File: src/rtl/eth_tx_byte_packer.sv
// eth_tx_byte_packer: packs a byte stream little-endian into 32-bit
// MAC TX words, truncates oversize frames, keeps frame/error counters.
//
// Ports:
//   clk_app_i, rst_clk_app_n     clock, async active-low reset
//   s_byte_*                     upstream byte stream (valid/ready)
//   tx_valid_o..tx_bytesel_o     packed word to MAC, tx_ready_i accepts
//   tx_status_i/_valid_i         per-frame MAC status report
//   cnt_clr_i                    synchronous clear of all counters
//   frame_cnt_o, oversize_cnt_o  frames handed to MAC, truncated frames
//   err_cnt_o, err_irq_o         error status count and pulse
//   last_status_o                most recent status
module eth_tx_byte_packer #(
  parameter int         MAX_BYTES = 1518,
  parameter logic [7:0] ERR_MASK  = 8'h3E
) (
  input  logic        clk_app_i,
  input  logic        rst_clk_app_n,
  input  logic        s_byte_valid,
  input  logic [7:0]  s_byte_data,
  input  logic        s_byte_last,
  output logic        s_byte_ready,
  output logic        tx_valid_o,
  output logic [31:0] tx_data_o,
  output logic        tx_start_o,
  output logic        tx_end_o,
  output logic [1:0]  tx_bytesel_o,
  input  logic        tx_ready_i,
  input  logic [7:0]  tx_status_i,
  input  logic        tx_status_valid_i,
  input  logic        cnt_clr_i,
  output logic [15:0] frame_cnt_o,
  output logic [15:0] oversize_cnt_o,
  output logic [15:0] err_cnt_o,
  output logic [7:0]  last_status_o,
  output logic        err_irq_o
);

  localparam int FB_W =
    (MAX_BYTES < 7) ? 3 : $clog2(MAX_BYTES + 1);
  localparam logic [FB_W-1:0] MAX_FB = FB_W'(MAX_BYTES);

  localparam logic [1:0] IDLE  = 2'd0;
  localparam logic [1:0] FILL  = 2'd1;
  localparam logic [1:0] DRAIN = 2'd2;

  logic [1:0]      state;
  logic [1:0]      pack_cnt;
  logic [23:0]     pack_buf;
  logic [FB_W-1:0] frame_bytes;
  logic [FB_W-1:0] byte_num;
  logic [31:0]     word_nxt;
  logic            in_drain;
  logic            accept;
  logic            take;
  logic            at_max;
  logic            closing;
  logic            complete;
  logic            first_word;
  logic            tx_fire;
  logic            err_hit;

  assign in_drain     = (state == DRAIN);
  assign s_byte_ready = in_drain | ~tx_valid_o | tx_ready_i;
  assign accept       = s_byte_valid & s_byte_ready;
  assign take         = accept & ~in_drain;
  assign byte_num     = frame_bytes + FB_W'(1);
  assign at_max       = (byte_num == MAX_FB);
  assign closing      = s_byte_last | at_max;
  assign complete     = (pack_cnt == 2'd3) | closing;
  // only the first word of a frame completes within bytes 1..4
  assign first_word   = (byte_num <= FB_W'(4));
  // held bytes above pack_cnt are zero, so OR-in places the new byte
  assign word_nxt     = {8'h00, pack_buf} |
                        ({24'h0, s_byte_data} << {pack_cnt, 3'b000});
  assign tx_fire      = tx_valid_o & tx_ready_i;
  assign err_hit      = tx_status_valid_i & |(tx_status_i & ERR_MASK);

  always_ff @(posedge clk_app_i or negedge rst_clk_app_n) begin
    if (!rst_clk_app_n) begin
      state <= IDLE;
    end else if (accept) begin
      if (in_drain)
        state <= s_byte_last ? IDLE : DRAIN;
      else if (s_byte_last)
        state <= IDLE;
      else if (at_max)
        state <= DRAIN;
      else
        state <= FILL;
    end
  end

  always_ff @(posedge clk_app_i or negedge rst_clk_app_n) begin
    if (!rst_clk_app_n) begin
      pack_cnt    <= 2'd0;
      pack_buf    <= 24'h0;
      frame_bytes <= '0;
    end else if (take) begin
      if (complete) begin
        pack_cnt    <= 2'd0;
        pack_buf    <= 24'h0;
        frame_bytes <= closing ? '0 : byte_num;
      end else begin
        pack_cnt    <= pack_cnt + 2'd1;
        pack_buf    <= word_nxt[23:0];
        frame_bytes <= byte_num;
      end
    end
  end

  always_ff @(posedge clk_app_i or negedge rst_clk_app_n) begin
    if (!rst_clk_app_n) begin
      tx_valid_o   <= 1'b0;
      tx_data_o    <= 32'h0;
      tx_start_o   <= 1'b0;
      tx_end_o     <= 1'b0;
      tx_bytesel_o <= 2'd0;
    end else if (take && complete) begin
      tx_valid_o   <= 1'b1;
      tx_data_o    <= word_nxt;
      tx_start_o   <= first_word;
      tx_end_o     <= closing;
      tx_bytesel_o <= pack_cnt;
    end else if (tx_ready_i) begin
      tx_valid_o   <= 1'b0;
    end
  end

  always_ff @(posedge clk_app_i or negedge rst_clk_app_n) begin
    if (!rst_clk_app_n) begin
      frame_cnt_o    <= 16'h0;
      oversize_cnt_o <= 16'h0;
      err_cnt_o      <= 16'h0;
    end else if (cnt_clr_i) begin
      frame_cnt_o    <= 16'h0;
      oversize_cnt_o <= 16'h0;
      err_cnt_o      <= 16'h0;
    end else begin
      if (tx_fire && tx_end_o)
        frame_cnt_o <= frame_cnt_o + 16'd1;
      if (take && at_max && !s_byte_last)
        oversize_cnt_o <= oversize_cnt_o + 16'd1;
      if (err_hit)
        err_cnt_o <= err_cnt_o + 16'd1;
    end
  end

  always_ff @(posedge clk_app_i or negedge rst_clk_app_n) begin
    if (!rst_clk_app_n) begin
      last_status_o <= 8'h0;
      err_irq_o     <= 1'b0;
    end else begin
      if (tx_status_valid_i)
        last_status_o <= tx_status_i;
      err_irq_o <= err_hit;
    end
  end

endmodule

File: config.mk
export PLATFORM = sky130hd
export DESIGN_NAME = eth_tx_byte_packer
export DESIGN_NICKNAME = d
export VERILOG_FILES = /design/src/rtl/eth_tx_byte_packer.sv
export SDC_FILE = /design/constraint.sdc
export NUM_CORES = 1
export LEC_CHECK = 0
export ABC_AREA = 1
export BUFFER_PORTS_ARGS = -buffer_cell sky130_fd_sc_hd__buf_2
export CAP_MARGIN = 25
export CORE_AREA = 2 2 153 185
export DETAILED_ROUTE_END_ITERATION = 10
export DIE_AREA = 0 0 155 187
export PLACE_DENSITY = 0.4
export SETUP_SLACK_MARGIN = 0.1
export SLEW_MARGIN = 40
export SYNTH_ARGS = -nofsm -noshare
export SYNTH_HDL_FRONTEND = slang
export SYNTH_SLANG_ARGS = --single-unit
File: constraint.sdc
create_clock -name clk_app_i -period 3.6 [get_ports clk_app_i]
set_input_delay 0.18 -clock clk_app_i [delete_from_list [all_inputs] [get_ports clk_app_i]]
set_output_delay 0.18 -clock clk_app_i [all_outputs]
set_load 0.05 [all_outputs]
Yosys cells after proc, flatten, opt, wreduce, memory -nomap -nowiden

Cells that the tools add are included.

$add $sub $neg: 5
Multipliers: 0
Div/mod/pow operators: 0
Magnitude comparators: 1
Eq/ne operators: 3
Shift operators: 1
Multiplexer cells: 16
Bitwise gates (word level): 11
Reduce and logical (&&, ||, !) cells: 10

Operators with widths:

| kind                    | number |
|---|---|
| $mux W16                | 6 |
| $add A16 B1 Y16 const B | 3 |
| $or A24 B32 Y32         | 1 |
| $shl A8 B5 Y32          | 1 |
| $mux W24                | 1 |
| $mux W11                | 2 |
| $add A11 B1 Y11 const B | 1 |
| $eq A11 B11 Y1 const B  | 1 |
| $le A11 B3 Y1 const B   | 1 |
| $mux W2                 | 5 |
| $reduce_bool A2 Y1      | 4 |
| $reduce_or A5 Y1        | 1 |
| $and A1 B1 Y1           | 4 |
| $eq A2 B2 Y1 const B    | 2 |
| $logic_and A1 B1 Y1     | 4 |
| $or A1 B1 Y1            | 4 |
| $add A2 B1 Y2 const B   | 1 |
| $mux W1                 | 2 |
| $not A1 Y1              | 2 |
| $logic_not A1 Y1        | 1 |

Register bits after elaboration: 133
Latch bits: 0
RAM bits: 0
Memory bits (read-only): 0
Bits of input ports: 23
Output and inout port bits: 95
Memories: 0

Logic depth before layout (Yosys ltp)

Word-level depth: 9
Depth in mapped cells: 13
Gate-level depth less buffers: 12

Least setup slack after synthesis

OpenSTA, ideal clock, no wires.

Kind: flip-flop to flip-flop
Start point: register tx_valid_o
End point: register oversize_cnt_o[7]
Library setup time: 0.067 ns
Data arrival time: 2.308 ns
Required time: 3.533 ns
Path slack: 1.225 ns
Stages on the path, launching flop included: 9
Buffers on the path: 1
Period minus slack after synthesis: 2.375 ns
Cell sequence: dfrtp_1 nand3_1 and2_1 nand2_1 nor2_1 nand4_4 clkbuf_1 nand3_1 nand2_1

Cells in the longest elaborated chain, start to end: 8

RTL lines:

| element                             | RTL line | RTL |
|---|---|---|
| from (decl)                         | 23       | `output logic tx_valid_o,` |
| from (signal assigned)              | 114      | `tx_valid_o <= 1'b0;` |
| from (signal assigned)              | 120      | `tx_valid_o <= 1'b1;` |
| from (signal assigned)              | 126      | `tx_valid_o <= 1'b0;` |
| $not A1 Y1                          | 64       | `assign s_byte_ready = in_drain \| ~tx_valid_o \| tx_ready_i;` |
| $or A1 B1 Y1 (2 in a row)           | 64       |  |
| named net s_byte_ready              | 22       | `output logic s_byte_ready,` |
| $and A1 B1 Y1                       | 65       | `assign accept = s_byte_valid & s_byte_ready;` |
| $and A1 B1 Y1                       | 66       | `assign take = accept & ~in_drain;` |
| $logic_and A1 B1 Y1 (2 in a row)    | 142      | `if (take && at_max && !s_byte_last)` |
| $reduce_bool A2 Y1 (no source line) | --       |  |
| to (signal assigned)                | 143      | `oversize_cnt_o <= oversize_cnt_o + 16'd1;` |
| to (decl)                           | 33       | `output logic [15:0] oversize_cnt_o,` |

The timed path passes the listed nets, and every way through them passes these cells.
A chain may end at the register's enable or synchronous reset.

Worst setup path in the final report

Start point: register frame_bytes[0]
End point: register tx_data_o[8]

Cells in the longest elaborated chain, start to end: 5

RTL lines:

| element                | RTL line | RTL |
|---|---|---|
| from (decl)            | 50       | `logic [FB_W-1:0] frame_bytes;` |
| from (signal assigned) | 103      | `frame_bytes <= closing ? '0 : byte_num;` |
| from (signal assigned) | 107      | `frame_bytes <= byte_num;` |
| $add A11 B1 Y11        | 67       | `assign byte_num = frame_bytes + FB_W'(1);` |
| $eq A11 B11 Y1         | 68       | `assign at_max = (byte_num == MAX_FB);` |
| $or A1 B1 Y1           | 69       | `assign closing = s_byte_last \| at_max;` |
| $or A1 B1 Y1           | 70       | `assign complete = (pack_cnt == 2'd3) \| closing;` |
| $logic_and A1 B1 Y1    | 119      | `end else if (take && complete) begin` |
| to (signal assigned)   | 121      | `tx_data_o <= word_nxt;` |
| to (decl)              | 24       | `output logic [31:0] tx_data_o,` |

Every way passes these cells.

==> results.md <==
* Synth top area share at 49.9%
* Share of layout cells above drive strength 1 at a little over a fifth
* RSZ-0062 raised after global routing: false
* Mapped Nets at 840
* Final setup violation count at 0
* Synth Instances at ~810
* Crit Path Category: reg -> reg
* Final std cells w/o fill at 1286
* Synth warn at 0
* Die ar. at 29000 µm²
* Crit. End Element: flop
* Relative slew slack at 56.4%
* Pre-CTS setup slack at roughly 0.79 ns
* Via count at approximately 5800
* Pwr Density at 696 nW/µm²
* Syn Area/Cell at 8.23 µm²
* Critical path fanouts, max at 48
* Worst-path clk slew at roughly 0.060 ns
* Sequential element share of the synthesized area at 49.9%
* Synthesis-stage register bit count at 133
* Initial DRT Pass Iterations at 4
* HPWL after DPL at between 10000 and 15000 µm
* # port buffers at 117
* Post-cts resize count at 0
* Cells on Worst Hold Path at 4
* Placed cells at roughly 1200
* Reg2Reg Depth at 11
* Crit path time final at 2.74 ns
* Setup Skew at approximately 0.015 ns
* Clk_lat worst skew at ~0.44 ns
* Antenna Nets Post-Route at 0
* Sink Count at about 130
* Worst slew pin tran at 0.654 ns
* Status: finished, final reports clean
* Cell Rows at 67
* WP data required at 3.97 ns
* Area leader, netlist: dfrtp_1
* XOR/XNOR Fraction of Synth Area at 1.82%
* Vias per cell at 4.50
* Synth Area in Compound Gates at a little under a tenth
* Netlist Area Pre-Place at 6680 µm²
* Period utilization at 76.2%
* Max VDD drop at between 300 and 400 µV
* Vias in the first global route at 5821
* Post-synthesis mux area share at 1.35%
* Leak at 4.12 nW
* Pins Over Slew Limit at 0
* DRC errors left at 0
* CP arrival at 3.11 ns
* CTS Buf Count at 17
* Synth cell types at 43
* Total GRT Usage at 13.5%
* Reg2reg setup slack at 0.86 ns
* I/O pin cnt at 118
* Synth Area in Simple Gates at 29.9%
* CORE AREA at 27400 µm²
* Most common cell in the synthesized netlist: nand2_1
* Antenna violations before repair at 0
* F_max at 364 MHz
* Synth Area in Adders at 1.12%
* Setup tns final at 0 ns
* Final count of hold timing violations at 0
* FILL cells at about 3000
* Final WL at 18800 µm
* DRT iter0 DRCs at roughly 290
* Main combinational cell family by area after synthesis: simple AND/OR/NAND/NOR gates
* Max-cap check violation count at 0
* Top post-synthesis cells by area: dfrtp_1, nand2_1, nand3_1
* Die H at around 190 µm
* Clock buffer depth at 2
* H-tree levels at 4
* Die W at 155 µm
* Pin count of the biggest net entering global routing at 77
* Antenna cells at 0
* Layout overhead on the synthesized area at 24.9%
* Global-route wire length before repair at around 31000 µm
* Critical path launch point type: flop
* Wire length per cell at 14.6 µm
* Final nets at 957
* Final GP Congestion at between 0.7 and 0.8
* Grt ovf at 0
* Starting Density at between 20% and 30%
* Root Buffer: clkbuf_16
* Final Worst Setup Slack at about 0.86 ns
* CTS tree: done
* Synth cell count leaders: nand2_1, dfrtp_1, nand3_1, nor2_1, inv_1
* Ys flop type: dfrtp_1
* Hold Slack at 0.0348 ns
* Post-synth EDFFs at 0
* Synth async-reset ratio at 100%
* Hold/Removal Path Class: in -> reg
==> worst max-delay path: stages, from the launching register on <==
cell and delay, ns:
dfrtp_1 0.43, ha_1 0.29, nand2_1 0.13, nor2_2 0.16
nand4_1 0.12, nand2_2 0.13, nor2_4 0.06, nand3_4 0.11
nand3_4 0.44, nand2_4 0.59, nand2_1 0.11, nand2_1 0.08
==> cell type report <==
cell class                 count  area (µm²)  area share (%)
sequential                   133        3330            39.9
clock inverter                12         199            2.39
timing repair buffer         134         769            9.23
multi-input combinational    577        2910            34.9
inverter                      65         244            2.93
clock buffer                  20         457            5.48
tap                          345         432            5.18
==> timing repair <==
action / in CTS / in global routing
hold buffers: 9 / 0
hold endpoints to repair: 83 / 0
buffers inserted: 0 / 0
==> per-layer routing <==
| metal | part of all wire (%) | track usage (%) | vias up |
|---|---|---|---|
| li1 | - | - | 2900 |
| met1 | 46 | 17.0 | 2772 |
| met2 | 49 | 22.3 | 94 |
| met3 | 3.7 | 3.22 | 22 |
| met4 | 1.8 | 4.91 | 0 |
| met5 | 0 | 0 | - |
==> path summary, 6_finish.rpt <==
path,start,to
setup reg to reg,frame_bytes[0],tx_data_o[8]
hold reg to reg,tx_bytesel_o[1],tx_bytesel_o[1]
hold / removal,tx_ready_i,tx_valid_o
min in group asynchronous,rst_clk_app_n,oversize_cnt_o[8]
setup / recovery,frame_bytes[0],tx_data_o[8]
max in group asynchronous,rst_clk_app_n,tx_data_o[30]
==> kinds of logic after synthesis <==
kind of cell | count (synthesis)
compound gates | 108
xor+xnor | 13
fa+ha+maj | 6
buf+inv | 101
flops | 133
mux | 8
simple gates | 442
==> report_power, final <==
part	leakage, nW	switching [mW]	internal, mW
registers	1.78	0.187	1.81
clock network	0.320	0.700	1.27
logic	2.02	1.35	0.494
==> metrics by stage <==
stage / power [mW] / util [%] / area [µm²]
detailed placement: 3.89 / 27.7 / 7590
global route: 6.15 / 30.4 / 8340
finish: 5.81 / 30.4 / 8340
CTS: 5.91 / 30.4 / 8330
floorplan: 3.39 / - / 6680
global placement: 3.89 / 27.7 / 7590
==> flip-flops by register name (all words and copies together) (netlist names), 8 cells and up <==
signal,cells
frame_cnt_o,16
err_cnt_o,16
tx_data_o,32
frame_bytes,11
pack_buf,24
oversize_cnt_o,16
last_status_o,8
==> layout by cell type, fill, tap and decap left out, types with 2 or more instances in the layout <==
| cell type | n |
|---|---|
| buf_2 | 116 |
| buf_12 | 2 |
| o21a_1 | 3 |
| nand4_1 | 8 |
| clkinv_4 | 2 |
| nor3b_1 | 2 |
| clkbuf_16 | 17 |
| nand3b_1 | 2 |
| nor2_4 | 4 |
| o22ai_1 | 9 |
| dlygate4sd3_1 | 9 |
| nor4_1 | 2 |
| and3_1 | 2 |
| ha_1 | 6 |
| o21ai_0 | 19 |
| and2_1 | 2 |
| xnor2_1 | 3 |
| or2_2 | 16 |
| o21bai_1 | 8 |
| mux2_2 | 8 |
| nand2_2 | 4 |
| buf_4 | 6 |
| a21oi_2 | 9 |
| clkinv_2 | 3 |
| nand3_1 | 76 |
| nor2_1 | 72 |
| bufinv_16 | 5 |
| nand3_4 | 2 |
| inv_2 | 3 |
| inv_1 | 61 |
| a21oi_1 | 56 |
| clkbuf_8 | 3 |
| nor3_1 | 42 |
| nand2_1 | 204 |
| xor2_1 | 9 |
| dfrtp_1 | 133 |
(Power assumes the default switching activity.)
